===== src/rtl/pc_fetch_ctrl.sv =====
// pc_fetch_ctrl: fetch-stage sequencer for the program counter.
// Arbitrates trap / taken branch / jump redirects, merges hazard and
// instruction-memory stalls, parks a redirect while memory is busy,
// raises the matching pipeline flushes and loads the boot vector.
module pc_fetch_ctrl #(
  parameter logic [31:0] RESET_VEC = 32'h0000_0000,
  parameter logic [31:0] TRAP_VEC  = 32'h0000_0080
) (
  input  logic        clk,
  input  logic        rst_n,
  input  logic        imem_ready,
  input  logic        hazard_stall,
  input  logic        trap,
  input  logic        br_taken,
  input  logic [31:0] br_target,
  input  logic        jump,
  input  logic [31:0] jump_target,
  output logic        stall,
  output logic        jump_cs,
  output logic [31:0] next_pc,
  output logic        flush_if,
  output logic        flush_id,
  output logic        flush_ex,
  output logic [15:0] redirect_cnt
);

  typedef enum logic [1:0] {BOOT, RUN, PEND} st_t;

  // Source rank: a higher value is an older instruction and wins.
  localparam logic [1:0]  SRC_JUMP  = 2'd0;
  localparam logic [1:0]  SRC_BR    = 2'd1;
  localparam logic [1:0]  SRC_TRAP  = 2'd2;
  localparam logic [31:0] ALIGN_MSK = 32'hFFFF_FFFC;

  st_t         st_q, st_d;
  logic [31:0] pend_pc_q, pend_pc_d;
  logic [1:0]  pend_src_q, pend_src_d;
  logic [15:0] cnt_q, cnt_d;

  logic        req_vld;
  logic [1:0]  req_src;
  logic [31:0] req_tgt;
  logic        req_wins;
  logic        issue;
  logic [1:0]  issue_src;
  logic [31:0] issue_tgt;

  assign redirect_cnt = cnt_q;

  // Pick the highest-ranked live request and its word-aligned target.
  always_comb begin
    req_vld = trap | br_taken | jump;
    req_src = SRC_JUMP;
    req_tgt = jump_target & ALIGN_MSK;
    if (trap) begin
      req_src = SRC_TRAP;
      req_tgt = TRAP_VEC & ALIGN_MSK;
    end else if (br_taken) begin
      req_src = SRC_BR;
      req_tgt = br_target & ALIGN_MSK;
    end
    // Only a strictly older source may displace a parked redirect.
    req_wins = req_vld && (req_src > pend_src_q);
  end

  // Sequencing: next state, PC controls and flushes for this cycle.
  always_comb begin
    st_d       = st_q;
    pend_pc_d  = pend_pc_q;
    pend_src_d = pend_src_q;
    cnt_d      = cnt_q;
    stall      = 1'b0;
    jump_cs    = 1'b0;
    next_pc    = 32'h0;
    flush_if   = 1'b0;
    flush_id   = 1'b0;
    flush_ex   = 1'b0;
    issue      = 1'b0;
    issue_src  = SRC_JUMP;
    issue_tgt  = 32'h0;

    case (st_q)
      BOOT: begin
        // Boot-vector load; requests are ignored and not counted.
        jump_cs  = 1'b1;
        next_pc  = RESET_VEC & ALIGN_MSK;
        flush_if = 1'b1;
        flush_id = 1'b1;
        flush_ex = 1'b1;
        st_d     = RUN;
      end
      RUN: begin
        if (req_vld) begin
          if (imem_ready) begin
            issue     = 1'b1;
            issue_src = req_src;
            issue_tgt = req_tgt;
          end else begin
            // Memory busy: park the redirect and hold the PC.
            pend_pc_d  = req_tgt;
            pend_src_d = req_src;
            stall      = 1'b1;
            st_d       = PEND;
          end
        end else begin
          stall = hazard_stall | ~imem_ready;
        end
      end
      PEND: begin
        if (!imem_ready) begin
          stall = 1'b1;
          if (req_wins) begin
            pend_pc_d  = req_tgt;
            pend_src_d = req_src;
          end
        end else begin
          issue = 1'b1;
          st_d  = RUN;
          if (req_wins) begin
            issue_src = req_src;
            issue_tgt = req_tgt;
          end else begin
            issue_src = pend_src_q;
            issue_tgt = pend_pc_q;
          end
        end
      end
      default: st_d = BOOT;
    endcase

    if (issue) begin
      jump_cs  = 1'b1;
      next_pc  = issue_tgt;
      cnt_d    = cnt_q + 16'd1;
      flush_if = 1'b1;
      flush_id = (issue_src != SRC_JUMP);
      flush_ex = (issue_src == SRC_TRAP);
    end

    // Reset forces the hold values straight through, without a clock edge.
    if (!rst_n) begin
      stall    = 1'b1;
      jump_cs  = 1'b0;
      next_pc  = RESET_VEC;
      flush_if = 1'b1;
      flush_id = 1'b1;
      flush_ex = 1'b1;
    end
  end

  // State registers with asynchronous reset.
  always_ff @(posedge clk or negedge rst_n) begin
    if (!rst_n) begin
      st_q       <= BOOT;
      pend_pc_q  <= 32'h0;
      pend_src_q <= SRC_JUMP;
      cnt_q      <= 16'h0;
    end else begin
      st_q       <= st_d;
      pend_pc_q  <= pend_pc_d;
      pend_src_q <= pend_src_d;
      cnt_q      <= cnt_d;
    end
  end

endmodule

===== config.mk =====
export PLATFORM = sky130hd
export DESIGN_NAME = pc_fetch_ctrl
export DESIGN_NICKNAME = d
export VERILOG_FILES = /design/src/rtl/pc_fetch_ctrl.sv
export SDC_FILE = /design/constraint.sdc
export NUM_CORES = 1
export LEC_CHECK = 0
export BUFFER_PORTS_ARGS = -buffer_cell sky130_fd_sc_hd__buf_2
export CORE_ASPECT_RATIO = 2
export CORE_MARGIN = 2
export CORE_UTILIZATION = 44
export DETAILED_ROUTE_END_ITERATION = 8
export PLACE_DENSITY = 0.82
export SLEW_MARGIN = 10
export SYNTH_ARGS = -nofsm -noshare
export SYNTH_HDL_FRONTEND = slang
export SYNTH_SLANG_ARGS = --single-unit
export TNS_END_PERCENT = 30

===== constraint.sdc =====
create_clock -name clk -period 2.15 [get_ports clk]
set_input_delay 0.215 -clock clk [delete_from_list [all_inputs] [get_ports clk]]
set_output_delay 0.215 -clock clk [all_outputs]
set_load 0.01 [all_outputs]

==> summary.txt, run 1 <==
CTS
  • Clk_lat worst skew: about 0.29 ns
  • Clock Tree Root: clkbuf_16
  • Reg clk slew, reported paths: 0.06 ns
  • Total CTS buffers: 5
  • Clock Tree Buf Depth: 2
  • Clk sinks: 52
  • H-tree depth: 2
  • CTS tree: done

Setup path
  • Critical path's slowest cell: or4b_1
  • CP cell instances: inv_2 > ha_4 > nor2b_4 > o21a_4 > a2bb2o_4 > a31oi_4 > or4b_1 > buf_2
  • Worst path required time: between 1.5 and 2 ns
  • CP Class: register to primary output
  • CP max FO: 4
  • Crit end category: primary output
  • Worst path buffer plus inverter count: 2
  • Crit path largest cell delay: between 0.4 and 0.5 ns
  • Critical Path AT: between 2 and 2.5 ns
  • Crit path max-delay family: compound AO/OA/AOI/OAI gates
  • CP Launch Type: register

Logic synthesis
  • Number of synthesized flops with an enable pin: 0
  • Synth Register Bits: 52
  • Ys Warns: 0
  • Syn_nets: 377
  • Area contributors post-synth: dfrtp_1 (41%), mux2i_1 (9.2%), mux2_2 (8.9%), a22o_1 (8.3%), nor2_1 (4.6%)
  • Share of Yosys cell area claimed by the top area cell type: 0.413
  • Sequential area share after synthesis: 0.413
  • Post-synth top area cell: dfrtp_1
  • Mean Syn Cell Area: 10.5 µm²
  • Most used DFF post-synth: dfrtp_1
  • Cells after Synth: 300
  • Post-synth ARST share: 1.00
  • Post-synth cell types: between 40 and 50
  • Syn Std Cell Area: 0.00315 mm²

Cells and area
  • Antenna diodes: 0
  • Finished Cell Area: approximately 0.0044 mm²
  • Share of layout cells above drive strength 1: 0.469
  • Nets: 522
  • Area delta synth->final: 40.6%
  • Fillers: between 500 and 600
  • Fin cells: between 500 and 600
  • Most common cell after layout, fill and taps aside: buf_2
  • Most frequent cells in the layout: buf_2 (116), dfrtp_1 (52), nor2_1 (39)

Timing
  • Fin worst setup slack: -0.297 ns
  • Tmin final: about 2.4 ns
  • Max-slew violations: 0
  • Fmax: 409 MHz
  • Slew HR: 0.650
  • Layout Skew: ~0.0063 ns
  • Unrepaired setup endpoints after global routing: true
  • Final hold vios: 0
  • Period utilization: 1.14
  • Slew @ Worst Pin: 0.525 ns
  • Final setup viols: 34

Place
  • Placed Instance Area: approximately 0.0040 mm²
  • GPL Wtd Cong: ~0.9
  • Dpl cells: between 500 and 600
  • Detailed placement HPWL: 6110 µm
  • # port buffers: around 120

Routing
  • Via count: about 2800
  • Initial DRC count: 99
  • Vias per cell: between 5 and 6
  • Routed length per instance: about 16 µm
  • DR pass1 iterations: 4
  • # DRC: 0
  • Routed Antenna Nets: 0
  • Drt total wl: roughly 8700 µm

Global routing
  • GRT overflow: 0
  • GRT Total Usage: 0.222
  • Initial antenna violation count: 0
  • First-pass GRT wire length: between 10000 and 15000 µm
  • Pin count of the biggest net entering global routing: slightly above 40
  • Number of global-route vias before repair: around 2900

Die
  • I/O pins: ~120
  • Core Rows: 43
  • Initial Utilization: 0.454
  • CORE AREA: 0.00694 mm²
  • DIE WIDTH: between 60 and 70 µm
  • Die Y: 124 µm
  • Full die area: just under 0.008 mm²

Power and ir drop
  • P_sw: between 1.5 and 2 mW
  • Leak Pwr: ~2.3 nW
  • Clock share of power: 0.173
  • Power density over cell area: slightly above 1000 mW/mm²
  • Internal power: approximately 3.0 mW
  • Sequential power share: 0.322
  • Max VDD drop: around 0.81 mV
  • Switching share of total power: 0.345
  • Logic gate share of total power: 0.505

Outcome
  • Status: complete, but fails checks
  • Failing checks: negative setup slack

Flow run
  • Max cap viols: 0

Worst hold path
  • Hold/Removal Path Class: input port to asynchronous set/reset pin
path summary, 6_finish.rpt:
path                                           startpoint                           to  slack, ns  cells after the start
worst max-delay path            pend_src_q[1]$_DFFE_PN0P_                     flush_id      -0.30                      8
worst min-delay path                                rst_n  redirect_cnt[8]$_DFFE_PN0P_       0.12                      2
worst max register to register        st_q[1]$_DFFE_PN0P_  redirect_cnt[8]$_DFFE_PN0P_       0.07                      8
worst min register to register   pend_pc_q[1]$_DFFE_PN0P_     pend_pc_q[1]$_DFFE_PN0P_       0.49                      1
max in group asynchronous                           rst_n  redirect_cnt[7]$_DFFE_PN0P_       1.43                      3
min in group clk                             br_target[7]     pend_pc_q[7]$_DFFE_PN0P_       0.27                      3
area by class of cell:
cell class	instances	area, µm²	share of cell area
Clock buffer	7	143	0.0322
Clock inverter	1	7.51	0.00169
Tap cell	90	113	0.0254
Timing Repair Buffer	158	1050	0.238
Multi-Input combinational cell	220	1780	0.403
Sequential cell	52	1300	0.294
Inverter	8	30.0	0.00678
kinds of logic after synthesis:
logic type               share of synthesized area
adder cells (fa/ha/maj)                     0.0238
AND/OR/NAND/NOR                              0.138
AO/OA/AOI/OAI                                0.132
buffers and inverters                       0.0512
multiplexers                                 0.199
XOR/XNOR                                    0.0417
flip-flops                                   0.413
timing repair:
| item | 4_1_cts | 5_1_grt |
|---|---|---|
| hold buffers | 2 | 0 |
| buffers inserted | 6 | 2 |
| setup endpoints to repair | 50 | 65 |
| cloned | 3 | 1 |
| resized for setup | 22 | 9 |
| endpoints found under the hold margin | 5 | 0 |
| pin swaps | 9 | 17 |
synth_stat cells (2+ instances only):
cell type / number
a21oi_1: 2
a22o_1: 30
and2_1: 5
and3_1: 3
and4_1: 2
buf_2: 7
buf_4: 4
buf_6: 3
clkbuf_1: 5
dfrtp_1: 52
ha_1: 6
inv_1: 8
mux2_1: 5
mux2_2: 25
mux2i_1: 29
nand2_1: 19
nand2b_1: 2
nand3_1: 4
nand4_1: 5
nor2_1: 39
nor2b_1: 4
o21ai_0: 6
xnor2_1: 11
xor2_1: 4
flip-flops by register name (all words and copies together), names as in the netlist:
name	cells
pend_pc_q	32
redirect_cnt	16
pend_src_q	2
st_q	2
stage by stage:
| step | power, mW | hold slack (ns) | setup TNS, ns | setup WS [ns] | util |
|---|---|---|---|---|---|
| finish | 4.58 | 0.120 | -7.20 | -0.297 | 0.638 |
| global route | 4.85 | 0.168 | -9.95 | -0.367 | 0.638 |
| CTS | 4.56 | 0.127 | -10.37 | -0.338 | 0.631 |
| detailed placement | 3.53 | 0.0924 | -0.234 | -0.130 | 0.571 |
| global placement | 3.43 | 0.0860 | -0.0881 | -0.0881 | 0.571 |
| floorplan | 2.89 | -0.0806 | 0 | 0.0240 | - |
power groups by stage:
stage / clock network [mW] / logic [mW] / registers [mW]
final: 0.794 / 2.31 / 1.47
after global routing: 0.851 / 2.50 / 1.50
after CTS: 0.827 / 2.27 / 1.46
after detailed placement: 0 / 2.04 / 1.48
after global placement: 0 / 1.97 / 1.45
after floorplan: 0 / 1.43 / 1.46
per-layer routing:
metal / global-route usage / share of wire / up-vias / wire [µm]
met3: 0.0407 / 0.038 / 20 / 334
met1: 0.212 / 0.34 / 1366 / 2980
met2: 0.438 / 0.58 / 94 / 5070
met4: 0.110 / 0.035 / 0 / 304
met5: 0 / 0 / - / 0
li1: - / - / 1354 / -
worst register-to-register path, stage by stage, from the launching register on:
cell and delay [ns]:
dfrtp_1 0.40, inv_2 0.09, ha_1 0.22, nand3_1 0.17, o21ai_1 0.23, buf_4 0.17, nand4_1 0.32, nand2b_4 0.26
xnor2_1 0.11
Power figures use the tool's default switching activity.
==> run 2, diff against run 1 <==
- SETUP_SLACK_MARGIN: not set -> 0.2
==> run 2 against run 1 <==
Against the previous run:
- the flow still finishes with violations (negative setup slack)
- clock power down 3.7%
- sequential share of layout area down 0.40 points
- combinational power up 13%
- count of clock-buffer cells in the layout down 2
- critical path depth up 2
- core utilization up 0.88 points
- clock skew up 0.0040 ns
- routed wire length up 9.4%
- design area up 1.4%
- final cell count down 0.19%
- via count up 4.0%
- critical path type unchanged
- largest cell class unchanged
==> summary.txt, run 2 (synthesis results as in run 1) <==
Outcome
  • Status: complete, but fails checks
  • Failing checks: negative setup slack

Die
  • DIE WIDTH: 63.8 µm (unchanged)
  • Initial Utilization: 0.454 (unchanged)
  • Full die area: 0.00789 mm² (unchanged)
  • I/O pins: 124 (unchanged)
  • CORE AREA: 0.00694 mm² (unchanged)
  • Core Rows: 43 (unchanged)
  • Die Y: 124 µm (unchanged)

Setup path
  • Crit path largest cell delay: 0.40 ns (-0.04 ns)
  • CP Class: register to primary output
  • Critical path's slowest cell: dfrtp_1
  • Worst path required time: 1.93 ns (about the same)
  • Reg2reg setup slack: -0.02 ns (-0.09 ns)
  • Crit end category: primary output
  • CP max FO: 8 (+4)
  • CP Launch Type: register
  • Critical Path AT: 2.41 ns (+0.18 ns)
  • CP cell instances: inv_2 > ha_4 > nor2b_4 > buf_6 > o211ai_1 > buf_4 > and3_4 > clkbuf_16 > a22o_1 > buf_2

Timing
  • Setup TNS: -15.50 ns (-8.31 ns)
  • Slew HR: 0.629 (-0.0215)
  • Unrepaired setup endpoints after global routing: true
  • Tmin final: 2.63 ns (+0.180 ns)
  • Period utilization: 1.22 (+0.0838)
  • Final setup viols: 49 (+44%)
  • Slew @ Worst Pin: 0.557 ns (+0.0322 ns)
  • Fmax: 381 MHz (-6.9%)
  • Max-slew violations: 0 (unchanged)
  • Final hold vios: 0 (unchanged)
  • Hold Slack: 0.0321 ns (-0.0876 ns)
  • Layout Skew: 0.0103 ns (+0.00396 ns)
  • Fin worst setup slack: -0.477 ns (-0.180 ns)

Routing
  • Drt total wl: 9510 µm (+9.4%)
  • Via count: 2948 (+4.0%)
  • Vias per cell: 5.51 (+4.2%)
  • Routed length per instance: 17.8 µm (+9.6%)
  • DR pass1 iterations: 4 (unchanged)
  • # DRC: 0 (unchanged)
  • Routed Antenna Nets: 0 (unchanged)
  • Initial DRC count: 123 (+24%)

CTS
  • Clock Tree Root: clkbuf_16
  • H-tree depth: 2 (unchanged)
  • Clock Tree Buf Depth: 2 (unchanged)
  • Total CTS buffers: 5 (unchanged)
  • Reg clk slew, reported paths: 0.07 ns (about the same)
  • Clk_lat worst skew: 0.29 ns (about the same)
  • CTS tree: done
  • Clk sinks: 52 (unchanged)

Worst hold path
  • Hold/Removal Path Class: input port to asynchronous set/reset pin

Flow run
  • Max cap viols: 0 (unchanged)

Cells and area
  • Most frequent cells in the layout: buf_2 (116), dfrtp_1 (52), nor2_1 (38)
  • Antenna diodes: 0 (unchanged)
  • Share of layout cells above drive strength 1: 0.497 (+0.0280)
  • Max reg flops: 32 (unchanged)
  • Area of the multi-input gates: 0.00189 mm² (+5.8%)
  • Area delta synth->final: 42.6%
  • Fillers: 544 (-4.1%)
  • Nets: 522 (unchanged)
  • Most common cell after layout, fill and taps aside: buf_2
  • Register with the highest flop count: pend_pc_q
  • Reg area: 0.00130 mm² (unchanged)

Global routing
  • First-pass GRT wire length: 14200 µm (+6.7%)
  • Number of global-route vias before repair: 3011 (+4.7%)
  • Pin count of the biggest net entering global routing: 37 (-9.8%)
  • Initial antenna violation count: 0 (unchanged)
  • GRT Total Usage: 0.233 (+0.0112)
  • GRT overflow: 0 (unchanged)

Place
  • Detailed placement HPWL: 5780 µm (-5.4%)
  • GPL Wtd Cong: 0.902 (+0.93%)
  • # port buffers: 119 (unchanged)

Power and ir drop
  • Max VDD drop: 1.20 mV (+47%)
  • Power density over cell area: 1090 mW/mm² (+5.1%)
  • Leak Pwr: 2.33 nW (+1.5%)
[run 2: path summary, 6_finish.rpt]
path	start	end	depth (start not counted)
setup / recovery	pend_src_q[1]$_DFFE_PN0P_	next_pc[7]	10
hold / removal	rst_n	redirect_cnt[2]$_DFFE_PN0P_	3
setup reg to reg	st_q[0]$_DFFE_PN0P_	pend_pc_q[21]$_DFFE_PN0P_	8
hold reg to reg	redirect_cnt[15]$_DFFE_PN0P_	redirect_cnt[15]$_DFFE_PN0P_	1
max in group asynchronous	rst_n	pend_pc_q[22]$_DFFE_PN0P_	3
min in group clk	br_target[7]	pend_pc_q[7]$_DFFE_PN0P_	3
[run 2: per-stage QoR]
stage | utilization | cell area (µm²) | power, mW | cells | worst slack [ns]
2_1_floorplan | - | 3190 | 2.94 | 300 | 0.0612
3_3_place_gp | 0.570 | 3960 | 3.46 | 511 | -0.425
3_5_place_dp | 0.570 | 3960 | 3.54 | 511 | -0.474
4_1_cts | 0.630 | 4370 | 4.74 | 530 | -0.395
5_1_grt | 0.647 | 4490 | 5.15 | 535 | -0.555
6_report | 0.647 | 4490 | 4.87 | 535 | -0.477
[run 2: layout make-up]
cell class              instances  area share
multi-input cells             221       0.420
flip-flops and latches         52       0.290
repair buffers                157       0.228
clock buffers                   5      0.0279
well taps                      90      0.0251
inverters                       8     0.00669
clock inverters                 2     0.00279
[run 2: what timing repair did]
item	4_1_cts	5_1_grt
hold endpoints to repair	26	0
setup buffers	9	2
pin swaps	33	24
resized for setup	39	9
endpoints found under the setup margin	73	79
hold buffers	1	0
gates cloned	2	3
[run 2: metal layers]
metal	part of all wire	vias up	track usage
met5	0	-	0
met4	0.035	0	0.107
met3	0.036	25	0.0280
met2	0.57	95	0.454
met1	0.36	1470	0.242
li1	-	1358	-
[run 2: report_power, final]
| group | total (mW) | internal, mW | switching [mW] | leakage [nW] |
|---|---|---|---|---|
| Combinational | 2.61 | 1.39 | 1.22 | 1.59 |
| Clock | 0.765 | 0.423 | 0.342 | 0.0657 |
| Sequential | 1.49 | 1.29 | 0.207 | 0.676 |
| Total | 4.87 | 3.10 | 1.77 | 2.33 |
[run 2: worst max-delay path: cells and delay by family (launching register included)]
kind                     cells  cell delay, ns
AO/OA/AOI/OAI                2            0.47
adder cells (fa/ha/maj)      1            0.19
buffers and inverters        5            0.66
flip-flops                   1            0.40
AND/OR/NAND/NOR              2            0.39
==> run 3, diff against run 2 <==
--- a/config.mk
+++ b/config.mk
@@ -10,5 +10,5 @@
 export CORE_MARGIN = 2
-export CORE_UTILIZATION = 44
+export CORE_UTILIZATION = 49
 export DETAILED_ROUTE_END_ITERATION = 8
-export PLACE_DENSITY = 0.82
+export PLACE_DENSITY = 0.86
 export SETUP_SLACK_MARGIN = 0.2
==> constraint.sdc (replaced) <==
create_clock -name clk -period 2.9 [get_ports clk]
set_input_delay 0.29 -clock clk [delete_from_list [all_inputs] [get_ports clk]]
set_output_delay 0.29 -clock clk [all_outputs]
set_load 0.05 [all_outputs]
==> run 3 against run 2 <==
Against the previous run:
- the run now ends clean
- via count shrank 7.1%
- sequential power shrank 26%
- count of clock-buffer cells in the layout grew 3
- global-route usage shrank 0.21 points
- largest cell class unchanged
- first-iteration DRC count shrank 14%
- die area shrank 9.7%
- sequential cell count is the same
==> summary.txt, run 3 (synthesis results as in run 1) <==
Setup path
  • Reg2reg setup slack: 0.68 ns (+0.70 ns)
  • Stages on worst setup path: 8 (-2)
  • Worst path required time: 2.61 ns (+0.68 ns)
  • Cells on worst reg2reg path: 7 (-1)
  • CP Class: register to primary output
  • Worst r2r dst: redirect_cnt[15]$_DFFE_PN0P_
  • CP max FO: 3 (-5)
  • Critical path's slowest cell: or4b_4
  • CP cell instances: inv_2 > ha_4 > nor2b_4 > o211ai_1 > a22oi_1 > o21ai_2 > or4b_4 > buf_8
  • R2R Path Start: st_q[1]$_DFFE_PN0P_
  • Crit path max-delay family: simple AND/OR/NAND/NOR gates
  • CP Launch Type: register
  • Crit end category: primary output
  • Worst path buffer plus inverter count: 2 (-3)
  • Critical Path AT: 2.37 ns (-0.04 ns)
  • Crit path largest cell delay: 0.53 ns (+0.13 ns)
  • Worst setup path start: pend_src_q[1]$_DFFE_PN0P_

Place
  • Detailed placement HPWL: 5940 µm (+2.8%)
  • GPL Wtd Cong: 0.776 (-14%)
  • # port buffers: 119 (unchanged)
  • Placed Instance Area: 0.00382 mm² (-3.5%)

CTS
  • Total CTS buffers: 5 (unchanged)
  • Reg clk slew, reported paths: 0.06 ns (about the same)
  • Clock Tree Root: clkbuf_16
  • CTS tree: done
  • Clk_lat worst skew: 0.29 ns (about the same)
  • H-tree depth: 2 (unchanged)
  • Clock Tree Buf Depth: 2 (unchanged)
  • Clk sinks: 52 (unchanged)

Die
  • Die Y: 117 µm (-5.1%)
  • DIE WIDTH: 60.7 µm (-4.9%)
  • I/O pins: 124 (unchanged)
  • Core Rows: 41 (-4.7%)
  • CORE AREA: 0.00626 mm² (-9.8%)
  • Initial Utilization: 0.503 (+0.0494)
  • Full die area: 0.00712 mm² (-9.7%)

Worst hold path
  • Endpoint, Worst Hold: pend_pc_q[7]$_DFFE_PN0P_
  • Worst hold start: br_target[7]
  • Hold/Removal Path Class: input port to register
  • WHS Path Cells: 3

Flow run
  • Max cap viols: 0 (unchanged)

Routing
  • Vias per cell: 5.37 (-2.5%)
  • Initial DRC count: 106 (-14%)
  • Drt total wl: 8040 µm (-15%)
  • # DRC: 0 (unchanged)
  • Routed length per instance: 15.8 µm (-11%)
  • Via count: 2739 (-7.1%)
  • DR pass1 iterations: 4 (unchanged)
  • Routed Antenna Nets: 0 (unchanged)

Timing
  • Unrepaired setup endpoints after global routing: true
  • Fmax: around 380 MHz
  • Layout Skew: 0.00272 ns (-0.00755 ns)
  • Slew HR: 0.702 (+0.0732)
  • Period utilization: 0.918
  • Slew @ Worst Pin: 0.447 ns (-0.110 ns)
  • Tmin final: roughly 2.7 ns
  • Final hold vios: 0 (unchanged)
  • Final setup viols: 0 (-100%)
  • Max-slew violations: 0 (unchanged)
  • Setup TNS: 0 ns (+15.50 ns)

Cells and area
  • Fillers: 511 (-6.1%)
  • Max reg flops: 32 (unchanged)
  • Antenna diodes: 0 (unchanged)
  • Share of layout cells above drive strength 1: 0.439 (-0.0579)
  • Most frequent cells in the layout: buf_2 (99), dfrtp_1 (52), nor2_1 (39)
  • Finished Cell Area: 0.00416 mm² (-7.4%)
  • Nets: 500 (-4.2%)
  • Register with the highest flop count: pend_pc_q
  • Area delta synth->final: 32.0%
  • Most common cell after layout, fill and taps aside: buf_2

Power and ir drop
  • Leak Pwr: 2.14 nW (-8.3%)
  • Power density over cell area: 833 mW/mm² (-23%)
  • Max VDD drop: 0.666 mV (-45%)

Outcome
  • Status: completed

Global routing
  • GRT Total Usage: 0.231 (-0.00208)
  • Pin count of the biggest net entering global routing: 34 (-8.1%)
  • Initial antenna violation count: 0 (unchanged)
  • Number of global-route vias before repair: 2836 (-5.8%)
  • GRT overflow: 0 (unchanged)
  • First-pass GRT wire length: 12800 µm (-10%)
[run 3: changes by cell type in the layout (fill, tap and decap cells not counted), moves of 7 or more]
cell and delta:
clkbuf_4 +18, buf_4 -7, buf_2 -17, buf_6 -10, mux2_4 -9, mux2_2 +8
[run 3: report_power, final]
part	switching, mW	internal (mW)
clock network	0.241	0.344
registers	0.145	0.954
logic	0.999	0.777
[run 3: how the worst max path moves through the flow]
stage	to	slack (ns)
after floorplan	next_pc[10]	0.36
after global placement	flush_id	0.37
after detailed placement	flush_id	0.33
after CTS	flush_id	0.17
after global routing	flush_id	0.11
final	flush_id	0.24
[run 3: routing by layer]
metal / wire length, µm / vias to the layer above / track usage / part of all wire
li1: - / 1315 / - / -
met1: 2940 / 1325 / 0.244 / 0.37
met2: 4580 / 84 / 0.421 / 0.57
met3: 328 / 15 / 0.0408 / 0.041
met4: 197 / 0 / 0.0951 / 0.024
met5: 0 / - / 0 / 0
[run 3: stage by stage]
step | utilization | hold WS, ns | setup WS [ns] | total power [mW] | std cells
floorplan | - | -0.00559 | 0.360 | 2.39 | 300
global placement | 0.610 | 0.193 | 0.373 | 2.63 | 497
detailed placement | 0.610 | 0.199 | 0.331 | 2.71 | 497
CTS | 0.645 | 0.361 | 0.172 | 3.39 | 508
global route | 0.664 | 0.415 | 0.111 | 3.67 | 510
finish | 0.664 | 0.374 | 0.237 | 3.46 | 510
[run 3: cell type report]
cell class,instances,area [µm²],area share
inverter,8,30.0,0.00722
sequential,52,1300,0.313
tap,86,108,0.0259
clock buffer,8,146,0.0352
timing repair buffer,136,787,0.189
multi-input combinational,220,1780,0.429
[run 3: timing repair]
item                                   4_1_cts  5_1_grt
pin swaps                                    1        5
setup endpoints to repair                   29       33
buffers inserted                             2        2
endpoints found under the hold margin        7        0
hold buffers                                 1        0
gates resized for setup                     14       30
[run 3: worst reg2reg max path, delay by kind of cell, from the launching register on]
kind,cells,cell delay [ns]
and+or+nand+nor,3,1.00
xor gates and xnor gates,1,0.14
buffers and inverters,1,0.11
adders and majority gates,1,0.34
DFF,1,0.41
AOI/OAI and AO/OA,1,0.10
